### src/rtl/pipelined_addsub.sv
// pipelined_addsub
//   Pipelined integer adder/subtractor with C/V/N/Z flags. The carry chain
//   is split into STAGES chunks of CW = WIDTH/STAGES bits. Each stage adds
//   one chunk and registers the carry.
//
//   Parameters: WIDTH (>= 2), STAGES (WIDTH % STAGES == 0)
//   Optional:   `define ADDSUB_SAT_EN clamps the sum to max-positive or
//               min-negative on signed overflow and raises sat for that beat.
//               Without it, the sum wraps and sat is tied to 0.
//
//   Ports:
//     clk, rst_n          rising-edge clock, synchronous active-low reset
//     in_valid/in_ready   operand handshake (a, b, sub)
//     a, b                operands; sub = 1 selects a - b
//     out_valid/out_ready result handshake
//     sum                 result
//     c_out               carry out of MSB (for sub, 1 = no borrow)
//     v_flag, n_flag,     signed overflow, sum MSB, sum == 0
//     z_flag
//     sat                 saturation occurred
module pipelined_addsub #(
  parameter int WIDTH  = 64,
  parameter int STAGES = 4
) (
  input  logic             clk,
  input  logic             rst_n,
  input  logic             in_valid,
  output logic             in_ready,
  input  logic [WIDTH-1:0] a,
  input  logic [WIDTH-1:0] b,
  input  logic             sub,
  output logic             out_valid,
  input  logic             out_ready,
  output logic [WIDTH-1:0] sum,
  output logic             c_out,
  output logic             v_flag,
  output logic             n_flag,
  output logic             z_flag,
  output logic             sat
);

  localparam int CW   = WIDTH / STAGES;
  localparam int LAST = STAGES - 1;

  // Per-stage registers. as_q packs finished sum chunks (low) with
  // not-yet-added A chunks (high). bq_q keeps the remaining b_eff chunks,
  // shifted down so the next chunk to add always sits at [CW-1:0].
  logic [WIDTH-1:0] as_q  [STAGES];
  logic [WIDTH-1:0] as_d  [STAGES];
  logic [WIDTH-1:0] bq_q  [STAGES];
  logic [WIDTH-1:0] bq_d  [STAGES];
  logic             vld_q [STAGES];
  logic             vld_d [STAGES];
  logic             cy_q  [STAGES];
  logic             cy_d  [STAGES];
  logic             z_q   [STAGES];
  logic             z_d   [STAGES];
  logic             ovf_q;
  logic             ovf_d;

  logic             adv;
  logic [WIDTH-1:0] b_eff;
  logic [WIDTH-1:0] as_in;
  logic [WIDTH-1:0] b_in;
  logic             c_in;
  logic             z_in;
  logic             vld_in;
  logic [CW-1:0]    chunk;
  logic             cy;
  logic             a_msb;
  logic             b_msb;

  assign adv      = !vld_q[LAST] || out_ready;
  assign in_ready = adv;
  assign b_eff    = sub ? ~b : b;

  always_comb begin
    as_in  = '0;
    b_in   = '0;
    c_in   = 1'b0;
    z_in   = 1'b0;
    vld_in = 1'b0;
    chunk  = '0;
    cy     = 1'b0;
    a_msb  = 1'b0;
    b_msb  = 1'b0;
    for (int unsigned k = 0; k < STAGES; k++) begin
      if (k == 0) begin
        as_in  = a;
        b_in   = b_eff;
        c_in   = sub;
        z_in   = 1'b1;
        vld_in = in_valid;
      end else begin
        as_in  = as_q[k-1];
        b_in   = bq_q[k-1];
        c_in   = cy_q[k-1];
        z_in   = z_q[k-1];
        vld_in = vld_q[k-1];
      end
      {cy, chunk} = (CW+1)'(as_in[k*CW +: CW]) + (CW+1)'(b_in[CW-1:0])
                  + (CW+1)'(c_in);
      as_d[k]             = as_in;
      as_d[k][k*CW +: CW] = chunk;
      bq_d[k]             = b_in >> CW;
      cy_d[k]             = cy;
      z_d[k]              = z_in && (chunk == '0);
      vld_d[k]            = vld_in;
      if (k == LAST) begin
        // Top chunk of A and b_eff are still in the last stage's inputs.
        a_msb = as_in[WIDTH-1];
        b_msb = b_in[CW-1];
      end
    end
    ovf_d = (a_msb == b_msb) && (as_d[LAST][WIDTH-1] != a_msb);
`ifdef ADDSUB_SAT_EN
    if (ovf_d) begin
      as_d[LAST] = a_msb ? {1'b1, {(WIDTH-1){1'b0}}} : {1'b0, {(WIDTH-1){1'b1}}};
      z_d[LAST]  = 1'b0;
    end
`endif
  end

`ifdef ADDSUB_SAT_EN
  logic sat_q;

  always_ff @(posedge clk) begin
    if (!rst_n) begin
      sat_q <= 1'b0;
    end else if (adv) begin
      sat_q <= ovf_d;
    end
  end

  assign sat = sat_q;
`else
  assign sat = 1'b0;
`endif

  always_ff @(posedge clk) begin
    if (!rst_n) begin
      for (int unsigned k = 0; k < STAGES; k++) begin
        as_q[k]  <= '0;
        bq_q[k]  <= '0;
        vld_q[k] <= 1'b0;
        cy_q[k]  <= 1'b0;
        z_q[k]   <= 1'b0;
      end
      ovf_q <= 1'b0;
    end else if (adv) begin
      for (int unsigned k = 0; k < STAGES; k++) begin
        as_q[k]  <= as_d[k];
        bq_q[k]  <= bq_d[k];
        vld_q[k] <= vld_d[k];
        cy_q[k]  <= cy_d[k];
        z_q[k]   <= z_d[k];
      end
      ovf_q <= ovf_d;
    end
  end

  assign out_valid = vld_q[LAST];
  assign sum       = as_q[LAST];
  assign c_out     = cy_q[LAST];
  assign v_flag    = ovf_q;
  assign n_flag    = as_q[LAST][WIDTH-1];
  assign z_flag    = z_q[LAST];

endmodule

### config.mk
export PLATFORM = sky130hd
export DESIGN_NAME = pipelined_addsub
export DESIGN_NICKNAME = d
export VERILOG_FILES = /design/src/rtl/pipelined_addsub.sv
export SDC_FILE = /design/constraint.sdc
export NUM_CORES = 1
export LEC_CHECK = 0
export BUFFER_PORTS_ARGS = -buffer_cell sky130_fd_sc_hd__clkbuf_2
export CORE_MARGIN = 2
export CORE_UTILIZATION = 50
export CTS_CLUSTER_DIAMETER = 30
export DETAILED_ROUTE_END_ITERATION = 16
export PLACE_DENSITY = 0.73
export SLEW_MARGIN = 25
export SYNTH_ARGS = -nofsm -noshare
export SYNTH_HDL_FRONTEND = slang
export SYNTH_SLANG_ARGS = --single-unit
### constraint.sdc
create_clock -name clk -period 11.3 [get_ports clk]
set_input_delay 1.13 -clock clk [delete_from_list [all_inputs] [get_ports clk]]
set_output_delay 1.13 -clock clk [all_outputs]
set_load 0.01 [all_outputs]
==> run_results.csv <==
group,metric,value,unit
status,status,"complete, no violations",
drt,route.met3.wl,1830,um
synth,ys_async_sr_fraction,0,%
cells_and_area,multi_input_area,5850,sq um
drt,detailroute.via_count,10900,
placed_design,gp_congestion,0.826,
timing,finClkSkew,15.2,ps
timing,report.final.hold_viol_count,0,
global_routing,gr-total-overflow,0,
synth,ys.flop_type,"edfxtp_1",
synth,synth_top_family_by_area,"simple AND/OR/NAND/NOR gates",
global_routing,grt_antenna_before_repair,1,
drt,met2_length,17200,um
synth,ys_seq_elements,365,
synth,yosysUniqueCellTypes,61,
placed_design,dpl_cell_area,18500,sq um
drt,drc,0,
cells_and_area,post-route-util,62.6,%
drt,drtPass1Iterations,5,
drt,met1_length,14700,um
cells_and_area,design_area,21100,sq um
job,cap_violations,0,
cells_and_area,mostFrequentLayoutCell,"edfxtp_1",
power,p_leak,9.77,nW
synth,synthMuxAreaShare,0.241,%
floorplan,fp.dieW,189,um
setup_path,cp_data_arrival_time,2720,ps
cells_and_area,register_area,10900,sq um
timing,fmax,260,MHz
clock_network,post_cts_buffers,0,
global_routing,grt_pass1_vias,10700,
cells_and_area,num-nets-final,1735,
setup_path,crit_top_cell,"clkbuf_2",
timing,worstMarginPinSlew,935,ps
timing,fin_crit_sh,34.1,%
cells_and_area,area_growth,23.1,%
synth,synth.top_cell.area_share,62.3,%
placed_design,placed_cells,1907,
clock_network,clockRootBuffer,"clkbuf_16",
drt,finalWirelength,34600,um
global_routing,grt_pass1_wl,54900,um
setup_path,crit_type,"in2out",
clock_network,cts.sinks,365,
global_routing,grt_max_degree,156,
clock_network,clk_latency,580,ps
floorplan,row_count,67,
synth,synth_compound_area_share,6.52,%
placed_design,dp_hpwl,21500,um
clock_network,postCtsHoldBufs,0,
clock_network,cts_tree,"done",
floorplan,coreArea,33600,sq um
clock_network,cts.path.max_buffers,3,
setup_path,crit_fanout,141,
setup_path,cp_num_cells,4,
synth,synth-edff-count,355,
placed_design,port_buffers,202,
setup_path,endpoint_kind,"primary output",
drt,top_layer,"met5",
hold_path,hold_class,"reg2reg",
floorplan,start_util,50.9,%
synth,synth.avg_cell_area,12.8,sq um
power,finalPower,4.19,mW
timing,slew_headroom,37.7,%
floorplan,ios,204,
timing,fin_setup_tns,0,ps
timing,rsz0062_at_grt,"false",
clock_network,htreeDepth,3,
clock_network,path_clk_slew,50,ps
synth,synth-xor-area-share,5.48,%
cells_and_area,fill_cells,2607,
power,peakVddDrop,0.115,mV
timing,hold-worst-slack,465,ps
timing,finalSetupViolCount,0,
setup_path,path_cells,"clkbuf_2 -> nor2b_2 -> inv_6 -> clkbuf_2",
hold_path,hold_depth,2,
synth,synthesis.nets,1533,
drt,wl_per_cell,17.0,um
synth,synthAdderAreaFrac,5.21,%
cells_and_area,layout-drive-gt1-share,21.8,%
floorplan,die_area,35700,sq um
setup_path,cpPeakStageDelay,670,ps
setup_path,worstPathRequired,10170,ps
synth,yosys_warnings,0,
floorplan,die_y,189,um
timing,final_max_slew_viol_count,0,
synth,synth-simple-area-share,16.6,%
synth,synth_top_area_cell,"edfxtp_1",
drt,ant_nets,0,
synth,synth-seq-area-share,63.5,%
drt,via_per_inst,5.35,
cells_and_area,antenna-diode-count,0,
timing,layout_setup_ws,7450,ps
global_routing,grt_usage,19.5,%
placed_design,dp_worst_setup_slack,6350,ps
timing,finalCriticalPeriod,3850,ps
setup_path,start_kind,"input pin",
clock_network,cts_resized,0,
cells_and_area,final_cells,2041,
clock_network,cts-buffers-inserted,74,
synth,synthTopCellsByArea,"edfxtp_1 (62%), and3_1 (9.2%), ha_1 (4.4%), xnor2_1 (3.6%), nor2_1 (2.4%)",
power,power.density,199,nW/um^2
setup_path,crit_family,"buffers and inverters",
synth,syn-instance-count,1333,
setup_path,cpMaxStageDelayCell,"nor2b_2",
cells_and_area,most-common-layout-cells,"edfxtp_1 (355), and3_1 (253), clkbuf_2 (200)",
setup_path,crit_buf_inv,3,
setup_path,r2r_cells,8,
synth,synthesis.area,17100,sq um
drt,drt-initial-drc-count,683,
-- synthesized netlist by cell type, types with 2 or more instances --
cell and instances:
or3_1 5, buf_4 2, nand3b_1 4, o21ai_0 33, a31oi_1 6, nand2b_1 5, nand4b_1 2, dfxtp_1 10
nor4_1 11, nand2_1 35, nand3_1 18, fa_1 7, and3_1 253, nand4_1 5, o31ai_1 3, a2111oi_0 4
inv_1 28, o21ai_1 2, a21boi_0 5, a21oi_1 41, a21o_1 14, a221o_1 2, o2111ai_1 7, buf_1 6
xor2_1 36, nor2b_1 6, and2_1 28, clkbuf_1 75, ha_1 60, xnor2_1 71, a211oi_1 8, o21a_1 14
or4_1 3, or2_2 2, nor3_1 20, o311ai_0 2, o31a_1 3, o211ai_1 5, mux2i_1 3, nor2_1 110
o21bai_1 5, edfxtp_1 355
-- tightest hold or removal path: stages, from the launching register on --
cell and delay [ps]:
dfxtp_1 310, nand2_1 50, a21boi_0 60
-- power breakdown --
part | total [mW] | leakage [nW] | switching [mW] | internal, mW
combinational | 0.337 | 4.24 | 0.191 | 0.146
clock | 2.23 | 1.23 | 0.716 | 1.51
sequential | 1.62 | 4.30 | 0.0275 | 1.59
-- path summary, 6_finish.rpt --
kind / from / endpoint / slack (ps)
worst max register to register: vld_q[3]$_DFFE_PP_ / z_q[1]$_DFF_P_ / 7960
worst min-delay path: vld_q[1]$_DFF_P_ / vld_q[1]$_DFF_P_ / 470
worst max-delay path: out_ready / in_ready / 7450
worst min register to register: vld_q[1]$_DFF_P_ / vld_q[1]$_DFF_P_ / 470
-- metal layers --
metal / up-vias / GRT usage [%]
met5: - / 0
met4: 2 / 7.54
met3: 72 / 3.78
met2: 311 / 32.8
met1: 5140 / 25.0
li1: 5391 / -
-- registers in the layout (all words and copies together), names as in the netlist --
| register | flops |
|---|---|
| z_q | 4 |
| bq_q | 96 |
| vld_q | 4 |
| v_flag | 1 |
| cy_q | 4 |
| as_q | 256 |
-- area by class of cell --
class                   instances  share of cell area [%]
flip-flops and latches        365                    51.6
multi-input cells             856                    27.8
clock buffers                  81                    8.97
repair buffers                210                    5.18
clock inverters                53                    3.32
well taps                     448                    2.66
inverters                      28                   0.523
-- cell families after synthesis --
family,count (synthesis)
flip-flops,365
XOR/XNOR,107
AND/OR/NAND/NOR,513
multiplexers,4
buffers and inverters,112
AO/OA/AOI/OAI,164
other,1
adder cells (fa/ha/maj),67
(Power assumes the default switching activity.)
